File: src/rtl/acia_pkg.sv
// Shared receiver types: FSM states, parity-mode and word-length encodings, word-length decode.
// When ACIA_RX_BREAK_EN is defined, this adds the BRK state and a break flag to each buffered entry.
package acia_pkg;

  typedef enum logic [2:0] {
    S_IDLE,
    S_START,
    S_DATA,
    S_PARITY,
    S_STOP,
    S_STOP2
`ifdef ACIA_RX_BREAK_EN
    , S_BRK
`endif
  } rx_state_e;

  typedef enum logic [1:0] {
    PMC_ODD   = 2'b00,
    PMC_EVEN  = 2'b01,
    PMC_MARK  = 2'b10,
    PMC_SPACE = 2'b11
  } pmc_e;

  typedef enum logic [1:0] {
    WL_8 = 2'b00,
    WL_7 = 2'b01,
    WL_6 = 2'b10,
    WL_5 = 2'b11
  } wl_e;

  // Entry layout, MSB first: [brk,] data[7:0], frame, parity
`ifdef ACIA_RX_BREAK_EN
  localparam int ENTRY_W = 11;
`else
  localparam int ENTRY_W = 10;
`endif

  function automatic logic [3:0] wl_bits(input logic [1:0] wl);
    logic [3:0] n;
    case (wl)
      WL_8:    n = 4'd8;
      WL_7:    n = 4'd7;
      WL_6:    n = 4'd6;
      default: n = 4'd5;
    endcase
    return n;
  endfunction

endpackage

File: src/rtl/acia_sync_fifo.sv
// Single-clock FIFO; the head is always visible (zero when empty). A pop and a push in the same
// cycle are both honoured even when the FIFO is full. A push while full with no pop is dropped.
module acia_sync_fifo #(
  parameter int WIDTH = 10,
  parameter int DEPTH = 4
) (
  input  logic                         clk_i,
  input  logic                         rst_n_i,
  input  logic                         push_i,
  input  logic [WIDTH-1:0]             push_dat_i,
  input  logic                         pop_i,
  output logic [WIDTH-1:0]             head_dat_o,
  output logic [$clog2(DEPTH+1)-1:0]   count_o,
  output logic                         full_o,
  output logic                         empty_o
);
  localparam int AW = $clog2(DEPTH);
  localparam int CW = $clog2(DEPTH + 1);

  logic [WIDTH-1:0] mem_q [DEPTH];
  logic [AW-1:0]    wr_q, rd_q;
  logic [CW-1:0]    cnt_q;
  logic             do_push, do_pop;

  assign empty_o = (cnt_q == '0);
  assign full_o  = (cnt_q == CW'(DEPTH));
  assign count_o = cnt_q;
  assign do_pop  = pop_i && !empty_o;
  assign do_push = push_i && (!full_o || do_pop);
  assign head_dat_o = empty_o ? '0 : mem_q[rd_q];

  always_ff @(posedge clk_i) begin
    if (!rst_n_i) begin
      wr_q  <= '0;
      rd_q  <= '0;
      cnt_q <= '0;
    end else begin
      if (do_push) wr_q <= wr_q + 1'b1;
      if (do_pop)  rd_q <= rd_q + 1'b1;
      cnt_q <= cnt_q + CW'(do_push) - CW'(do_pop);
    end
  end

  always_ff @(posedge clk_i) begin
    if (do_push) mem_q[wr_q] <= push_dat_i;
  end

endmodule

File: src/rtl/acia_rx_fifo.sv
// ACIA receiver: oversampled async RX deserialiser feeding a small word buffer with error flags.
// When ACIA_RX_BREAK_EN is defined, this adds break detection (BRK state, BREAK output).
module acia_rx_fifo
  import acia_pkg::*;
#(
  parameter int OVERSAMPLE = 16,
  parameter int FIFO_DEPTH = 4
) (
  input  logic                              PHI2,
  input  logic                              RESET,
  input  logic                              BCLK_EN,
  input  logic                              RX,
  input  logic [1:0]                        R_WL,
  input  logic                              R_PME,
  input  logic [1:0]                        R_PMC,
  input  logic                              R_SBN,
  input  logic                              RXTAKEN,
  output logic [7:0]                        RXDATA,
  output logic                              RXFULL,
  output logic                              FRAME,
  output logic                              PARITY,
  output logic                              OVERFLOW,
  output logic                              BREAK,
  output logic [$clog2(FIFO_DEPTH+1)-1:0]   RXCOUNT
);
  localparam int TW = $clog2(OVERSAMPLE);
  localparam logic [TW-1:0] HALF_T = TW'(OVERSAMPLE / 2 - 1);
  localparam logic [TW-1:0] FULL_T = TW'(OVERSAMPLE - 1);

  logic               rx_s1_q, rx_s2_q;
  rx_state_e          state_q, state_d;
  logic [TW-1:0]      tick_q, tick_d;
  logic [2:0]         bit_q, bit_d;
  logic [7:0]         data_q, data_d;
  logic               perr_q, perr_d;
  logic               ovf_q, ovf_d;
  logic               sample, push, frame_bit;
  logic [2:0]         last_idx;
  logic [ENTRY_W-1:0] push_dat, head_dat;
  logic               fifo_full, fifo_empty, pop_eff;
`ifdef ACIA_RX_BREAK_EN
  logic               pbit_q, pbit_d;
  logic               brk_q, brk_d;
  logic               brk_bit;
`endif

  assign last_idx = 3'(wl_bits(R_WL) - 4'd1);
  assign pop_eff  = RXTAKEN && !fifo_empty;

  always_comb begin
    state_d   = state_q;
    tick_d    = tick_q;
    bit_d     = bit_q;
    data_d    = data_q;
    perr_d    = perr_q;
    sample    = 1'b0;
    push      = 1'b0;
    frame_bit = 1'b0;
`ifdef ACIA_RX_BREAK_EN
    pbit_d    = pbit_q;
    brk_bit   = 1'b0;
`endif
    case (state_q)
      S_IDLE: begin
        if (!rx_s2_q) begin
          state_d = S_START;
          tick_d  = '0;
          bit_d   = '0;
          data_d  = '0;
          perr_d  = 1'b0;
`ifdef ACIA_RX_BREAK_EN
          pbit_d  = 1'b0;
`endif
        end
      end
      S_START: begin
        if (BCLK_EN) begin
          if (tick_q == HALF_T) begin
            tick_d  = '0;
            state_d = rx_s2_q ? S_IDLE : S_DATA;
          end else begin
            tick_d = tick_q + 1'b1;
          end
        end
      end
      default: begin
        if (BCLK_EN) begin
          if (tick_q == FULL_T) begin
            tick_d = '0;
            sample = 1'b1;
          end else begin
            tick_d = tick_q + 1'b1;
          end
        end
      end
    endcase

    if (sample) begin
      case (state_q)
        S_DATA: begin
          data_d[bit_q] = rx_s2_q;
          // >= keeps the FSM moving if R_WL shrinks mid-frame
          if (bit_q >= last_idx) state_d = R_PME ? S_PARITY : S_STOP;
          else                   bit_d   = bit_q + 3'd1;
        end
        S_PARITY: begin
          case (R_PMC)
            PMC_ODD:  perr_d = ~(^data_q ^ rx_s2_q);
            PMC_EVEN: perr_d = ^data_q ^ rx_s2_q;
            PMC_MARK: perr_d = ~rx_s2_q;
            default:  perr_d = rx_s2_q;
          endcase
`ifdef ACIA_RX_BREAK_EN
          pbit_d = rx_s2_q;
`endif
          state_d = S_STOP;
        end
        S_STOP: begin
          push      = 1'b1;
          frame_bit = ~rx_s2_q;
          state_d   = (R_SBN && !R_PME) ? S_STOP2 : S_IDLE;
`ifdef ACIA_RX_BREAK_EN
          brk_bit = !rx_s2_q && (data_q == 8'h00) && !pbit_q;
          if (brk_bit) state_d = S_BRK;
`endif
        end
`ifdef ACIA_RX_BREAK_EN
        S_BRK: begin
          if (rx_s2_q) state_d = S_IDLE;
        end
`endif
        default: state_d = S_IDLE;
      endcase
    end
  end

  always_comb begin
    ovf_d = ovf_q;
    if (push && fifo_full && !pop_eff) ovf_d = 1'b1;
    else if (pop_eff)                  ovf_d = 1'b0;
  end

`ifdef ACIA_RX_BREAK_EN
  assign push_dat = {brk_bit, data_q, frame_bit, perr_q};

  always_comb begin
    brk_d = brk_q;
    if (pop_eff && head_dat[10])                            brk_d = 1'b0;
    if (push && brk_bit && (!fifo_full || pop_eff))         brk_d = 1'b1;
  end

  always_ff @(posedge PHI2) begin
    if (!RESET) begin
      pbit_q <= 1'b0;
      brk_q  <= 1'b0;
    end else begin
      pbit_q <= pbit_d;
      brk_q  <= brk_d;
    end
  end

  assign BREAK = brk_q;
`else
  assign push_dat = {data_q, frame_bit, perr_q};
  assign BREAK    = 1'b0;
`endif

  always_ff @(posedge PHI2) begin
    if (!RESET) begin
      rx_s1_q <= 1'b1;
      rx_s2_q <= 1'b1;
      state_q <= S_IDLE;
      tick_q  <= '0;
      bit_q   <= '0;
      data_q  <= '0;
      perr_q  <= 1'b0;
      ovf_q   <= 1'b0;
    end else begin
      rx_s1_q <= RX;
      rx_s2_q <= rx_s1_q;
      state_q <= state_d;
      tick_q  <= tick_d;
      bit_q   <= bit_d;
      data_q  <= data_d;
      perr_q  <= perr_d;
      ovf_q   <= ovf_d;
    end
  end

  acia_sync_fifo #(
    .WIDTH (ENTRY_W),
    .DEPTH (FIFO_DEPTH)
  ) u_fifo (
    .clk_i      (PHI2),
    .rst_n_i    (RESET),
    .push_i     (push),
    .push_dat_i (push_dat),
    .pop_i      (RXTAKEN),
    .head_dat_o (head_dat),
    .count_o    (RXCOUNT),
    .full_o     (fifo_full),
    .empty_o    (fifo_empty)
  );

  assign RXDATA   = head_dat[9:2];
  assign FRAME    = head_dat[1];
  assign PARITY   = head_dat[0];
  assign RXFULL   = !fifo_empty;
  assign OVERFLOW = ovf_q;

endmodule
File: config.mk
export PLATFORM = sky130hd
export DESIGN_NAME = acia_rx_fifo
export DESIGN_NICKNAME = d
export VERILOG_FILES = /design/src/rtl/acia_pkg.sv /design/src/rtl/acia_sync_fifo.sv /design/src/rtl/acia_rx_fifo.sv
export SDC_FILE = /design/constraint.sdc
export NUM_CORES = 1
export LEC_CHECK = 0
export CORE_MARGIN = 1.5
export CORE_UTILIZATION = 62
export CTS_BUF_LIST = sky130_fd_sc_hd__clkbuf_4 sky130_fd_sc_hd__clkbuf_8 sky130_fd_sc_hd__clkbuf_16
export DETAILED_ROUTE_END_ITERATION = 8
export GPL_TIMING_DRIVEN = 1
export HOLD_SLACK_MARGIN = 0.06
export PLACE_DENSITY = 0.86
export SLEW_MARGIN = 20
export SYNTH_ARGS = -nofsm -noshare
export SYNTH_HDL_FRONTEND = slang
export SYNTH_SLANG_ARGS = --single-unit
File: constraint.sdc
create_clock -name PHI2 -period 4.3 [get_ports PHI2]
set_input_delay 1.29 -clock PHI2 [delete_from_list [all_inputs] [get_ports PHI2]]
set_output_delay 1.29 -clock PHI2 [all_outputs]
set_load 0.01 [all_outputs]
* Yosys cells after proc, flatten, opt, wreduce, memory -nomap -nowiden
Memory sizes are Yosys's and may differ from the RTL's. A register that Yosys moved wholly into a read port is not among the register bits. Cells that the tools add are included.
Word-level totals: memory bits (read-only) 0, register bits 29, bits in writable memories 40, bits in latches 0, memories kept 1
Memory list:
- u_fifo.mem_q | words 4, width 10, rd ports 1, clocked after memory_dff 1, write ports 1, line acia_sync_fifo.sv:20 | logic [WIDTH-1:0] mem_q [DEPTH];
Cells by class: mux-type cells 48, div/mod/pow operators 0, multiply operators 0, $add $sub $neg 7, bitwise gates (word level) 3, eq/ne operators 13, reductions and logical operators 20, order comparisons 3, shift-type cells 0
Operators with widths (count):
- 3-bit two-way mux | 12
- 8-bit two-way mux | 4
- 4-bit two-way mux | 5
- 3-bit case mux with 3 select lines | 2
- 1-bit two-way mux | 16
- 10-bit two-way mux | 1
- 8-bit bitwise mux | 1
- 4-bit case mux with 2 select lines | 1
- 8-bit XOR reduction | 1
- 3-bit by 2-bit equality test with 1-bit output, second input constant | 2
- 3-bit equality test, second input constant | 2
- 1-bit logical AND | 6
- 3-bit logical NOT | 2
- 2-bit two-way mux | 3
- 3-bit case mux with 2 select lines | 1
- 2-bit by 1-bit adder with 2-bit output, second input constant | 2
- 4-bit by 1-bit adder with 4-bit output, second input constant | 1
- 2-bit by 1-bit equality test with 1-bit output, second input constant | 2
- 2-bit equality test, second input constant | 2
- 4-bit by 3-bit equality test with 1-bit output, second input constant | 1
- 4-bit equality test, second input constant | 1
- 1-bit logical NOT | 4
- 2-bit logical NOT | 2
- 3-bit by 4-bit < comparator with 1-bit output, second input constant | 1
- 16 further kinds | 19

* Logic depth before layout (Yosys ltp)
depth after elaboration 8, depth in mapped cells 11, mapped depth without buffers 11

* By module
Synthesis repeated with hierarchy kept, for this count alone.
Second synthesis, totals: cell total of the unflattened synthesis 264, area, all modules 3358.2 um2
Modules (own cells, without submodules):
- acia_sync_fifo | instances 1, cells each 111, seq. area each 1381.3 um2, area each 2019.4 um2
- acia_rx_fifo | instances 1, cells each 153, seq. area each 440.4 um2, area each 1338.8 um2

* Least setup slack after synthesis
No wires, ideal clock.
path type input port to flip-flop, from in BCLK_EN, to reg u_fifo.cnt_q[2], in the netlist u_fifo.count_o[2], setup time 115 ps, slack 1263 ps, data arrival time 2922 ps, path buffers 1, stages 10, cells stage by stage and4_1 -> buf_6 -> nand4b_2 -> nor2_2 -> ha_1 -> inv_1 -> fa_1 -> xnor2_1 -> xnor2_1 -> and2_1
On the way: cells in the longest elaborated chain, start to end 6
Ends and longest elaborated chain:
- start, declared | line acia_rx_fifo.sv:11 | input logic BCLK_EN,
- 1-bit two-way mux | line acia_rx_fifo.sv:87 | if (BCLK_EN) begin
- 1-bit two-way mux | line acia_rx_fifo.sv:63 | case (state_q)
- 1-bit two-way mux | line acia_rx_fifo.sv:98 | if (sample) begin
- 1-bit logical AND | line acia_sync_fifo.sv:29 | assign do_push = push_i && (!full_o || do_pop);
- named net u_fifo.do_push | line acia_sync_fifo.sv:23 | logic do_push, do_pop;
- 3-bit by 1-bit adder with 3-bit output | line acia_sync_fifo.sv:40 | cnt_q <= cnt_q + CW'(do_push) - CW'(do_pop);
- 3-bit by 1-bit subtractor with 3-bit output | line acia_sync_fifo.sv:40
- end signal, assigned | line acia_sync_fifo.sv:40
- end, declared | line acia_sync_fifo.sv:22 | logic [CW-1:0] cnt_q;
The timed path passes the listed nets, and every way through them passes these cells. A chain may end at the register's enable or synchronous reset.

==> impl_metrics.py <==
metrics = {
    "timing": {
        "tns_ns": 0,
        "tightest_slew_ns": 0.777,
        "fin_crit_ns": 3.61,
        "slew_headroom_pct": 48.0,
        "drv_slew": 0,
        "setup_viol": 0,
        "rsz0062_at_grt": "false",
        "timing.final.crit_share_pct": 83.9,
        "finClkSkew_ns": 0.0161,
        "fmax_mhz": 277,
        "hold_viol": 0,
    },
    "logic_synthesis": {
        "synthArstFlopShare_pct": 0,
        "synth_top_area_cell": "edfxtp_1",
        "ys_seq_elements": 71,
        "syn_inst": 266,
        "synth_top_area_share_pct": 36.7,
        "yosys-top-cells-area": "edfxtp_1 (37%), dfxtp_1 (19%), mux4_2 (6.9%), and2_1 (4.6%), ha_1 (4.2%)",
        "synth-main-ff-cell": "edfxtp_1",
        "postSynthAreaPerCell_sq_um": 12.3,
        "netlist_area_sq_um": 3270,
        "synth-seq-area-share_pct": 55.7,
        "yosysUniqueCellTypes": 53,
        "synth_edf_count": 40,
        "yosys_warnings": 0,
    },
    "clock_tree": {
        "root_buffer": "clkbuf_8",
        "cts_setup_buffers": 0,
        "clkLatencyLatePin_ns": 0.33,
        "cts.sinks": 71,
        "cts_tree": "yes",
        "htree_levels": 3,
        "clk_pin_slew_ns": 0.08,
        "cts_buffer_depth": 2,
        "holdBufCountCts": 0,
        "cts_buffers": 9,
        "cts_resized": 0,
    },
    "power": {
        "vdd_drop_max_uv": 247,
        "pwr-share-seq_pct": 52.1,
        "p_switching_mw": 0.402,
        "leakage_nw": 1.40,
        "p_per_area_nw_per_um2": 412,
        "p_clk_share_pct": 29.5,
        "switching_share_pct": 26.3,
        "p_int_mw": 1.13,
        "combPwrFrac_pct": 18.4,
    },
    "floorplan": {
        "row_count": 26,
        "dieArea_sq_um": 5720,
        "core_area_sq_um": 5110,
        "boundaryPins": 27,
        "die_x_microns": 75.7,
        "start_util_pct": 64.1,
        "die_y_microns": 75.7,
    },
    "cells_and_area": {
        "synthToLayoutAreaGrowth_pct": 13.3,
        "fin_nets": 314,
        "final_cells": 366,
        "antenna_cells": 0,
        "drive_above_1_share_pct": 11.5,
    },
    "worst_hold_path": {
        "min_path_cells": 1,
        "holdCritPathClass": "flop to flop",
        "min_from": "rx_s1_q$_SDFF_PN1_",
        "worst_hold_path.endpoint": "rx_s2_q$_SDFF_PN1_",
    },
    "flow_run": {
        "cap_violations": 0,
    },
    "routing": {
        "drc": 0,
        "drtIter0Drc": 92,
        "route.antenna.remaining_nets": 0,
        "routed-via-count": 2020,
        "dr.pass1.iters": 4,
        "routed_via_density": 5.52,
        "avgRoutedWirePerCell_microns": 14.8,
        "drt_wl_total_microns": 5420,
    },
    "place": {
        "place_hpwl_microns": 3830,
        "gp_congestion": 0.876,
        "dp_cells": 350,
        "portBuffers": 25,
    },
    "critical_path": {
        "worstPathArrival_ns": 2.32,
        "crit_path_start_kind": "flop",
        "r2r-start": "u_fifo.count_o[1]$_SDFF_PN0_",
        "end_kind": "primary output",
        "crit_type": "flop to primary output",
        "crit_fanout": 10,
        "rrSetupSlack_ns": 1.68,
        "crit_required_ns": 3.01,
        "r2r_cells": 11,
        "r2r_end": "u_fifo.count_o[2]$_SDFF_PN0_",
    },
    "grt": {
        "grt_start_max_net_pins": 27,
        "grt_usage_pct": 21.5,
        "grt_pass1_vias": 1961,
        "antenna_found_initial": 0,
        "gr-total-overflow": 0,
        "grt_first_pass_wirelength_microns": 8890,
    },
    "run_status": {
        "status": "finished, final reports clean",
    },
}
-- final cells by class --
class	instances	area, sq um
sequential	71	1820
fill	358	1400
multi-input combinational	173	1340
timing repair buffer	25	250
clock buffer	12	146
tap	70	87.6
inverter	11	41.3
clock inverter	4	22.5
-- worst max-delay path: stages, from the launching register on --
cell             delay, ns
dfxtp_1               0.75
mux4_2                0.60
and2_1                0.17
clkdlybuf4s50_1       0.47
-- metrics by stage --
step	area, sq um	util, %	hold slack (ns)	setup WS [ns]	power (mW)
detailed placement	3540	69.3	0.397	0.511	1.10
global placement	3540	69.3	0.400	0.619	1.08
floorplan	3280	-	0.386	1.26	0.991
CTS	3710	72.6	0.418	0.656	1.54
finish	3710	72.6	0.419	0.691	1.53
global route	3710	72.6	0.464	0.535	1.61
-- logic make-up (layout without fill, tap and decap cells) --
logic type / count (synthesis) / in the layout / synth area share [%]
and+or+nand+nor: 99 / 99 / 17.3
DFF: 71 / 71 / 55.7
AOI/OAI and AO/OA: 31 / 31 / 6.42
buffers and inverters: 23 / 52 / 3.55
xor gates and xnor gates: 15 / 15 / 4.01
muxes: 14 / 14 / 8.10
adders and majority gates: 12 / 12 / 4.82
other: 1 / 2 / 0.115
-- layer usage --
layer	up-vias	global-route usage (%)	share of wire, %	routed length (microns)
li1	1007	-	-	-
met1	964	25.7	44	2360
met2	45	38.0	53	2850
met3	4	4.37	3.0	160
met4	0	8.53	0.79	43
met5	-	0	0	0
-- registers in the layout, indices dropped and copies added (netlist names), named ones only --
register        cells
perr_q              1
data_q              8
rx_s2_q             1
state_q             3
u_fifo.rd_q         2
u_fifo.mem_q       40
u_fifo.count_o      3
bit_q               3
rx_s1_q             1
OVERFLOW            1
u_fifo.wr_q         2
tick_q              4
-- placed cells by master (no fill, tap or decap), types with 5 or more instances in the layout --
| master | Yosys | routed |
|---|---|---|
| nor2_1 | 13 | 13 |
| o21ai_1 | 9 | 9 |
| nand3_1 | 15 | 15 |
| clkdlybuf4s50_1 | 0 | 25 |
| nand2b_1 | 6 | 6 |
| inv_1 | 10 | 10 |
| edfxtp_1 | 40 | 40 |
| dfxtp_1 | 31 | 31 |
| clkbuf_8 | 0 | 9 |
| nor2b_1 | 6 | 6 |
| xnor2_1 | 14 | 14 |
| nand2_1 | 14 | 14 |
| and2_1 | 24 | 24 |
| o21a_1 | 5 | 5 |
| mux4_2 | 10 | 10 |
| ha_1 | 11 | 11 |
-- power by group through the flow --
stage                     Clock, mW  Sequential (mW)  Combinational [mW]
after floorplan                   0            0.779               0.212
after global placement            0            0.812               0.271
after detailed placement          0            0.812               0.286
after CTS                     0.461            0.797               0.284
after global routing          0.491            0.804               0.315
final                         0.451            0.796               0.281
-- Yosys cell counts, drive strengths merged (9+ instances only) --
cell	n
o21ai	13
dfxtp	31
inv	11
ha	11
edfxtp	40
nor2	14
xnor2	14
mux4	10
and2	24
nand3	16
nand2	14
buf	9
-- worst max-delay path by stage --
stage / depth (start not counted) / startpoint / slack, ns / to
floorplan: 10 / BCLK_EN / 1.26 / u_fifo.count_o[2]$_SDFF_PN0_
CTS: 3 / flop / 0.66 / RXDATA[6]
global placement: 10 / BCLK_EN / 0.62 / u_fifo.count_o[2]$_SDFF_PN0_
detailed placement: 10 / BCLK_EN / 0.51 / u_fifo.count_o[2]$_SDFF_PN0_
global route: 3 / flop / 0.54 / RXDATA[4]
finish: 3 / flop / 0.69 / RXDATA[5]
Note: power is estimated with default switching activity, not from simulation.
